File: src/rtl/p16_add_pipe_shell.sv
// p16_add_pipe_shell: valid/ready pipeline shell around a 16-bit sparse-4
// Ling adder (P16_node_adder).
// Datapath: skid (SK) -> stage 1 (S1) -> adder -> output register (OR).
// Optional feature macro: P16_FLAGS_EN adds registered out_cout/out_ovf/out_zero.
//
// Handshake: a transfer happens on a cycle where valid & ready are both high
// at the rising edge. A producer holding valid may not change its payload
// until ready is seen; out_* hold while out_valid & !out_ready.

// Combinational 16-bit sparse-4 Ling adder. Ling pseudo-carries are formed
// only at group boundaries (bits 3, 7, 11); each 4-bit group is a
// carry-select pair picked by the real carry t[j-1] & H[j-1].
module P16_node_adder (
  input  logic [15:0] a_i,
  input  logic [15:0] b_i,
  output logic [15:0] sum_o
);

  logic [15:0] g;
  logic [15:0] t;
  logic [15:0] p;
  logic [2:0]  grp_g;
  logic [2:1]  grp_t;
  logic [2:0]  h;
  logic [3:0]  cin;
  logic [3:0]  s_c0 [4];
  logic [3:0]  s_c1 [4];

  // Ripple sum of one 4-bit group for a fixed carry-in.
  function automatic logic [3:0] grp_sum(input logic [3:0] gg, input logic [3:0] tt,
                                         input logic [3:0] pp, input logic c0);
    logic       c;
    logic [3:0] s;
    c = c0;
    s = '0;
    for (int i = 0; i < 4; i++) begin
      s[i] = pp[i] ^ c;
      c    = gg[i] | (tt[i] & c);
    end
    return s;
  endfunction

  // Group Ling generate/transmit, boundary pseudo-carries and carry-select sums.
  always_comb begin
    g = a_i & b_i;
    t = a_i | b_i;
    p = a_i ^ b_i;

    // Group Ling generate: H[j+3] with H[j-1] = 0.
    grp_g[0] = g[3]  | g[2]  | (t[2]  & g[1]) | (t[2]  & t[1]  & g[0]);
    grp_g[1] = g[7]  | g[6]  | (t[6]  & g[5]) | (t[6]  & t[5]  & g[4]);
    grp_g[2] = g[11] | g[10] | (t[10] & g[9]) | (t[10] & t[9]  & g[8]);
    // Group Ling transmit spans bits j-1 .. j+2.
    grp_t[1] = t[6]  & t[5]  & t[4]  & t[3];
    grp_t[2] = t[10] & t[9]  & t[8]  & t[7];

    // Prefix combine of the pseudo-carries at bits 3, 7, 11.
    h[0] = grp_g[0];
    h[1] = grp_g[1] | (grp_t[1] & grp_g[0]);
    h[2] = grp_g[2] | (grp_t[2] & grp_g[1]) | (grp_t[2] & grp_t[1] & grp_g[0]);

    // Real carry into each group: c[j-1] = t[j-1] & H[j-1].
    cin[0] = 1'b0;
    cin[1] = t[3]  & h[0];
    cin[2] = t[7]  & h[1];
    cin[3] = t[11] & h[2];

    sum_o = '0;
    for (int k = 0; k < 4; k++) begin
      s_c0[k] = grp_sum(g[4*k +: 4], t[4*k +: 4], p[4*k +: 4], 1'b0);
      s_c1[k] = grp_sum(g[4*k +: 4], t[4*k +: 4], p[4*k +: 4], 1'b1);
      sum_o[4*k +: 4] = cin[k] ? s_c1[k] : s_c0[k];
    end
  end

endmodule

module p16_add_pipe_shell #(
  parameter int TAG_W = 4,
  parameter int CNT_W = 16
) (
  input  logic             clk,
  input  logic             rst_n,
  input  logic             in_valid,
  output logic             in_ready,
  input  logic [15:0]      in_a,
  input  logic [15:0]      in_b,
  input  logic [TAG_W-1:0] in_tag,
  output logic             out_valid,
  input  logic             out_ready,
  output logic [15:0]      out_sum,
  output logic [TAG_W-1:0] out_tag,
  output logic [CNT_W-1:0] op_count
`ifdef P16_FLAGS_EN
  ,
  output logic             out_cout,
  output logic             out_ovf,
  output logic             out_zero
`endif
);

  // Skid entry
  logic             sk_valid_q, sk_valid_d;
  logic [15:0]      sk_a_q, sk_a_d;
  logic [15:0]      sk_b_q, sk_b_d;
  logic [TAG_W-1:0] sk_tag_q, sk_tag_d;
  // Stage 1 (adder operands)
  logic             s1_valid_q, s1_valid_d;
  logic [15:0]      s1_a_q, s1_a_d;
  logic [15:0]      s1_b_q, s1_b_d;
  logic [TAG_W-1:0] s1_tag_q, s1_tag_d;
  // Output register
  logic             or_valid_q, or_valid_d;
  logic [15:0]      or_sum_q, or_sum_d;
  logic [TAG_W-1:0] or_tag_q, or_tag_d;
  // Control
  logic             in_ready_q, in_ready_d;
  logic [CNT_W-1:0] cnt_q, cnt_d;

  logic        in_fire;
  logic        out_fire;
  logic        or_free;
  logic        s1_move;
  logic        s1_free;
  logic [15:0] add_sum;

  P16_node_adder u_adder (
    .a_i   (s1_a_q),
    .b_i   (s1_b_q),
    .sum_o (add_sum)
  );

  assign in_fire  = in_valid & in_ready_q;
  assign out_fire = or_valid_q & out_ready;
  assign or_free  = ~or_valid_q | out_ready;
  assign s1_move  = s1_valid_q & or_free;
  assign s1_free  = ~s1_valid_q | s1_move;

  // Next-state for skid, stage 1, output register, in_ready and counter.
  always_comb begin
    sk_valid_d = sk_valid_q;
    sk_a_d     = sk_a_q;
    sk_b_d     = sk_b_q;
    sk_tag_d   = sk_tag_q;
    s1_valid_d = s1_valid_q;
    s1_a_d     = s1_a_q;
    s1_b_d     = s1_b_q;
    s1_tag_d   = s1_tag_q;
    or_valid_d = or_valid_q;
    or_sum_d   = or_sum_q;
    or_tag_d   = or_tag_q;
    cnt_d      = cnt_q + CNT_W'(out_fire);

    // OR takes the adder result whenever S1 can move; a drained OR empties.
    if (s1_move) begin
      or_valid_d = 1'b1;
      or_sum_d   = add_sum;
      or_tag_d   = s1_tag_q;
    end else if (out_fire) begin
      or_valid_d = 1'b0;
    end

    // S1 refills from SK first so the older entry keeps its place in order.
    if (s1_free) begin
      if (sk_valid_q) begin
        s1_valid_d = 1'b1;
        s1_a_d     = sk_a_q;
        s1_b_d     = sk_b_q;
        s1_tag_d   = sk_tag_q;
        sk_valid_d = 1'b0;
      end else if (in_fire) begin
        s1_valid_d = 1'b1;
        s1_a_d     = in_a;
        s1_b_d     = in_b;
        s1_tag_d   = in_tag;
      end else begin
        s1_valid_d = 1'b0;
      end
    end

    // An accepted op that S1 cannot take parks in SK; in_ready was high,
    // so SK is known to be empty here.
    if (in_fire && !s1_free) begin
      sk_valid_d = 1'b1;
      sk_a_d     = in_a;
      sk_b_d     = in_b;
      sk_tag_d   = in_tag;
    end

    in_ready_d = ~sk_valid_d;
  end

  // Pipeline state registers; reset discards everything in flight.
  always_ff @(posedge clk or negedge rst_n) begin
    if (!rst_n) begin
      sk_valid_q <= 1'b0;
      sk_a_q     <= '0;
      sk_b_q     <= '0;
      sk_tag_q   <= '0;
      s1_valid_q <= 1'b0;
      s1_a_q     <= '0;
      s1_b_q     <= '0;
      s1_tag_q   <= '0;
      or_valid_q <= 1'b0;
      or_sum_q   <= '0;
      or_tag_q   <= '0;
      in_ready_q <= 1'b0;
      cnt_q      <= '0;
    end else begin
      sk_valid_q <= sk_valid_d;
      sk_a_q     <= sk_a_d;
      sk_b_q     <= sk_b_d;
      sk_tag_q   <= sk_tag_d;
      s1_valid_q <= s1_valid_d;
      s1_a_q     <= s1_a_d;
      s1_b_q     <= s1_b_d;
      s1_tag_q   <= s1_tag_d;
      or_valid_q <= or_valid_d;
      or_sum_q   <= or_sum_d;
      or_tag_q   <= or_tag_d;
      in_ready_q <= in_ready_d;
      cnt_q      <= cnt_d;
    end
  end

  assign in_ready  = in_ready_q;
  assign out_valid = or_valid_q;
  assign out_sum   = or_sum_q;
  assign out_tag   = or_tag_q;
  assign op_count  = cnt_q;

`ifdef P16_FLAGS_EN
  logic or_cout_q, or_ovf_q, or_zero_q;
  logic flg_cout, flg_ovf, flg_zero;

  // Flags derived from the S1 operand sign bits and the adder sum.
  always_comb begin
    flg_cout = (s1_a_q[15] & s1_b_q[15]) | ((s1_a_q[15] ^ s1_b_q[15]) & ~add_sum[15]);
    flg_ovf  = (s1_a_q[15] == s1_b_q[15]) & (add_sum[15] != s1_a_q[15]);
    flg_zero = (add_sum == 16'h0000);
  end

  // Flags load into OR together with the sum.
  always_ff @(posedge clk or negedge rst_n) begin
    if (!rst_n) begin
      or_cout_q <= 1'b0;
      or_ovf_q  <= 1'b0;
      or_zero_q <= 1'b0;
    end else if (s1_move) begin
      or_cout_q <= flg_cout;
      or_ovf_q  <= flg_ovf;
      or_zero_q <= flg_zero;
    end
  end

  assign out_cout = or_cout_q;
  assign out_ovf  = or_ovf_q;
  assign out_zero = or_zero_q;
`endif

endmodule
File: config.mk
export PLATFORM = sky130hd
export DESIGN_NAME = p16_add_pipe_shell
export DESIGN_NICKNAME = d
export VERILOG_FILES = /design/src/rtl/p16_add_pipe_shell.sv
export SDC_FILE = /design/constraint.sdc
export NUM_CORES = 1
export LEC_CHECK = 0
export CORE_ASPECT_RATIO = 1.1
export CORE_MARGIN = 2
export CORE_UTILIZATION = 45
export CTS_CLUSTER_SIZE = 16
export DETAILED_ROUTE_END_ITERATION = 16
export DONT_BUFFER_PORTS = 1
export PLACE_DENSITY_LB_ADDON = 0.2
export SYNTH_ARGS = -nofsm -noshare
export SYNTH_HDL_FRONTEND = slang
export SYNTH_SLANG_ARGS = --single-unit
File: constraint.sdc
create_clock -name clk -period 2.5 [get_ports clk]
set_input_delay 0.5 -clock clk [delete_from_list [all_inputs] [get_ports clk]]
set_output_delay 0.5 -clock clk [all_outputs]
set_load 0.05 [all_outputs]
==> metrics.txt, run 1 <==
first-pass detailed-route iteration total=4; MaxCap Viol Count=0; global route overflow=0; Slew HR=around 48%; Final WS setup=-0.272 ns; crit path launch type=flop; CTS tree=done; via count=roughly 3400; largest net degree at the start of global routing=~110; Detailed Route WL=~11 mm; most common cell after layout, fill and taps aside=dfrtp_1; Crit. Startpoint=s1_a_q[2]; most frequent cells in the layout=111 x dfrtp_1, 48 x nand2_1, 43 x nor2_1; CTS buffer count=9; FP Rows=41; Finished Layout Cells=about 660; DRC=0; synthesis-to-layout area growth=17.7%; Port Buffers=0; outcome=complete, but fails checks; clock sinks=112; kind of critical path=flop to flop; CP required=between 2 and 3 ns; RSZ-0062 raised after global routing=true; Worst Clk Skew=between 0.005 and 0.006 ns; gr usage total=between 10% and 20%; Arr. time, crit path=between 2 and 3 ns; hold_ws=-0.158 ns; DRT iter0 DRCs=around 140; Hold Crit Class=input pin to asynchronous set/reset pin; Multi-input gate area=approximately 2500 µm²; Critical Path End Type=flop; register area=around 2800 µm²; Mapped Nets=between 500 and 600; Cell variety after synth=40; worst slack, placed=-0.365 ns; f_max=361 MHz; LEAKAGE=2.84 nW; clk_lat worst skew=approximately 0.35 ns; CP peak stage delay=0.41 ns; Crit path max-delay family=adder cells; die width=approximately 110 µm; Antenna Violating Nets Remaining=0; PwrDens=~1200 nW/µm²; Core Area=11500 µm²; Clock Pin Slew Worst Setup and Hold Paths=roughly 0.070 ns; CP max FO=2; most frequent CP cell=fa_2; failing checks=hold timing, setup timing; DP Area=approximately 5700 µm²; vias in the first global route=3500; yosys warns=0; share of layout cells above drive strength 1=a little under a quarter; DIE AREA=between 10000 and 15000 µm²; Min Clock Period, post-route=around 2.8 ns; first-pass GRT wire length=between 15 and 20 mm; Layout Utilization=a little over half; Buf/Inv on CP=3; Final setup violation count=6; synthesized instance count=between 400 and 500; H-Tree Depth=3; fin. max-slew vios=0; root buffer cell=clkbuf_16; post-synthesis sequential area ratio=a little over half; CTS max path bufs=2; fin crit share=111%; syn avg cell area=about 11 µm²; VDD IR max=about 0.00056 V; Ant. Diodes=0; nets@finish=between 500 and 600; Slowest-stage cell, CP=or3b_4; final instance area=~6300 µm²; Inst Count DP=637; Fin. Hold Viols=roughly 110; initial core utilization=around 46%; filler instances=1002; RR Startpoint=s1_a_q[2]; Synth Cell Area=roughly 5300 µm²; WL per Instance=16.2 µm; via/cell ratio=approximately 5.1; RePlAce Congestion=between 0.7 and 0.8; post-detailed-placement half-perimeter wirelength=7.41 mm; critical path cell sequence=inv_1 -> ha_2 -> or3b_4 -> a31oi_4 -> a211oi_4 -> buf_6 -> o31ai_4 -> fa_2 -> inv_2 -> fa_2 -> xnor2_2 -> xnor2_1 -> o21ai_1; Ports=approximately 80; initial antenna violation count=0; Worst-Margin Slew=between 0.7 and 0.8 ns; Die Y=between 100 and 150 µm; #FFs+latches synth=roughly 110
repair_timing:
| item | in CTS | in global routing |
|---|---|---|
| buffers inserted | 7 | 2 |
| endpoints found under the setup margin | 6 | 8 |
| gates resized for setup | 15 | 21 |
| endpoints found under the hold margin | 112 | 112 |
| pin swaps | 9 | 15 |
layer usage:
layer / part of all wire [%] / up-vias / wire (µm) / GRT usage (%)
li1: - / 1639 / - / -
met3: 5.5 / 13 / 594 / 4.82
met1: 43 / 1656 / 4580 / 21.6
met4: 1.6 / 0 / 175 / 6.25
met5: 0 / - / 0 / 0
met2: 50 / 66 / 5370 / 29.2
worst register-to-register path: cells and delay by family (launching register included):
family / cells / cell delay, ns
buffers and inverters: 3 / 0.23
xor gates and xnor gates: 2 / 0.27
AOI/OAI and AO/OA: 4 / 0.62
and+or+nand+nor: 1 / 0.41
DFF: 1 / 0.36
adders and majority gates: 3 / 0.74
registers in the layout (all words and copies together), names as in the netlist:
register	flops
op_count	16
out_sum	16
s1_a_q	16
s1_b_q	16
sk_a_q	16
sk_b_q	16
out_tag	4
s1_tag_q	4
sk_tag_q	4
in_ready	1
out_valid	1
s1_valid_q	1
sk_valid_q	1
metrics by stage:
stage / hold slack, ns / power, mW / setup TNS (ns)
5_1_grt: -0.180 / 7.91 / -1.73
3_3_place_gp: 0.208 / 5.59 / -1.01
4_1_cts: -0.171 / 7.34 / -1.46
6_report: -0.158 / 7.43 / -1.05
2_1_floorplan: 0.204 / 4.94 / -0.484
3_5_place_dp: 0.208 / 5.67 / -1.20
power breakdown:
part	total (mW)	internal (mW)	switching, mW
combinational	2.40	1.21	1.19
clock	1.52	0.886	0.631
sequential	3.51	2.44	1.07
total	7.43	4.54	2.89
final cells by class:
type	instances	share of cell area (%)
multi-input combinational	307	39.4
clock buffer	14	4.53
tap	150	2.99
sequential	112	44.7
inverter	30	1.80
clock inverter	2	0.559
timing repair buffer	47	5.93
Yosys cell counts:
master	number	area [µm²]
a211oi_2	1	12.5
a21oi_1	37	185
a21oi_2	1	8.76
a31oi_1	2	12.5
a31oi_4	1	21.3
and2_1	2	12.5
and3_1	4	25.0
and4_1	2	17.5
buf_1	3	11.3
buf_2	5	25.0
clkbuf_1	11	41.3
dfrtp_1	112	2800
fa_1	8	160
ha_1	27	338
inv_1	30	113
mux2_1	11	124
mux2_2	25	282
mux2i_1	37	370
nand2_1	48	180
nand2b_1	3	18.8
nand2b_2	1	8.76
nand3_1	7	35.0
nand3b_1	1	7.51
nand4_1	1	6.26
nor2_1	43	161
nor2_2	1	6.26
nor2b_1	2	12.5
nor3_2	1	10.0
nor3b_1	1	7.51
nor4_1	1	6.26
o21ai_0	10	50.1
o21ai_1	1	5.00
o21bai_1	1	7.51
o311ai_2	1	16.3
o31ai_1	2	15.0
or3_1	2	12.5
or3b_4	1	11.3
or4_1	1	7.51
xnor2_1	16	140
xor2_1	4	35.0
kinds of logic (layout without fill, tap and decap cells):
logic type	count (synthesis)	after routing	synth area share (%)
AOI/OAI and AO/OA	57	57	6.28
DFF	112	112	52.7
adders and majority gates	35	35	9.36
and+or+nand+nor	122	122	10.3
buffers and inverters	49	93	3.57
muxes	73	73	14.6
xor gates and xnor gates	20	20	3.29
final timing paths:
kind	endpoint	slack, ns	cells past startpoint
max	out_sum[15]	-0.27	13
min	op_count[2]	-0.16	0
max reg2reg	out_sum[15]	-0.27	13
min reg2reg	out_tag[0]	0.47	2
max in group asynchronous	out_sum[2]	2.41	0
min in group clk	sk_a_q[1]	0.28	1
(Power assumes the default switching activity.)
==> run 2, diff against run 1 <==
--- a/config.mk
+++ b/config.mk
@@ -12,6 +12,7 @@
 export DETAILED_ROUTE_END_ITERATION = 16
 export DONT_BUFFER_PORTS = 1
 export PLACE_DENSITY_LB_ADDON = 0.2
+export SLEW_MARGIN = 20
 export SYNTH_ARGS = -nofsm -noshare
 export SYNTH_HDL_FRONTEND = slang
 export SYNTH_SLANG_ARGS = --single-unit
==> results of run 2 <==
No change in the layout: final DEF, timing and power equal those of run 1.
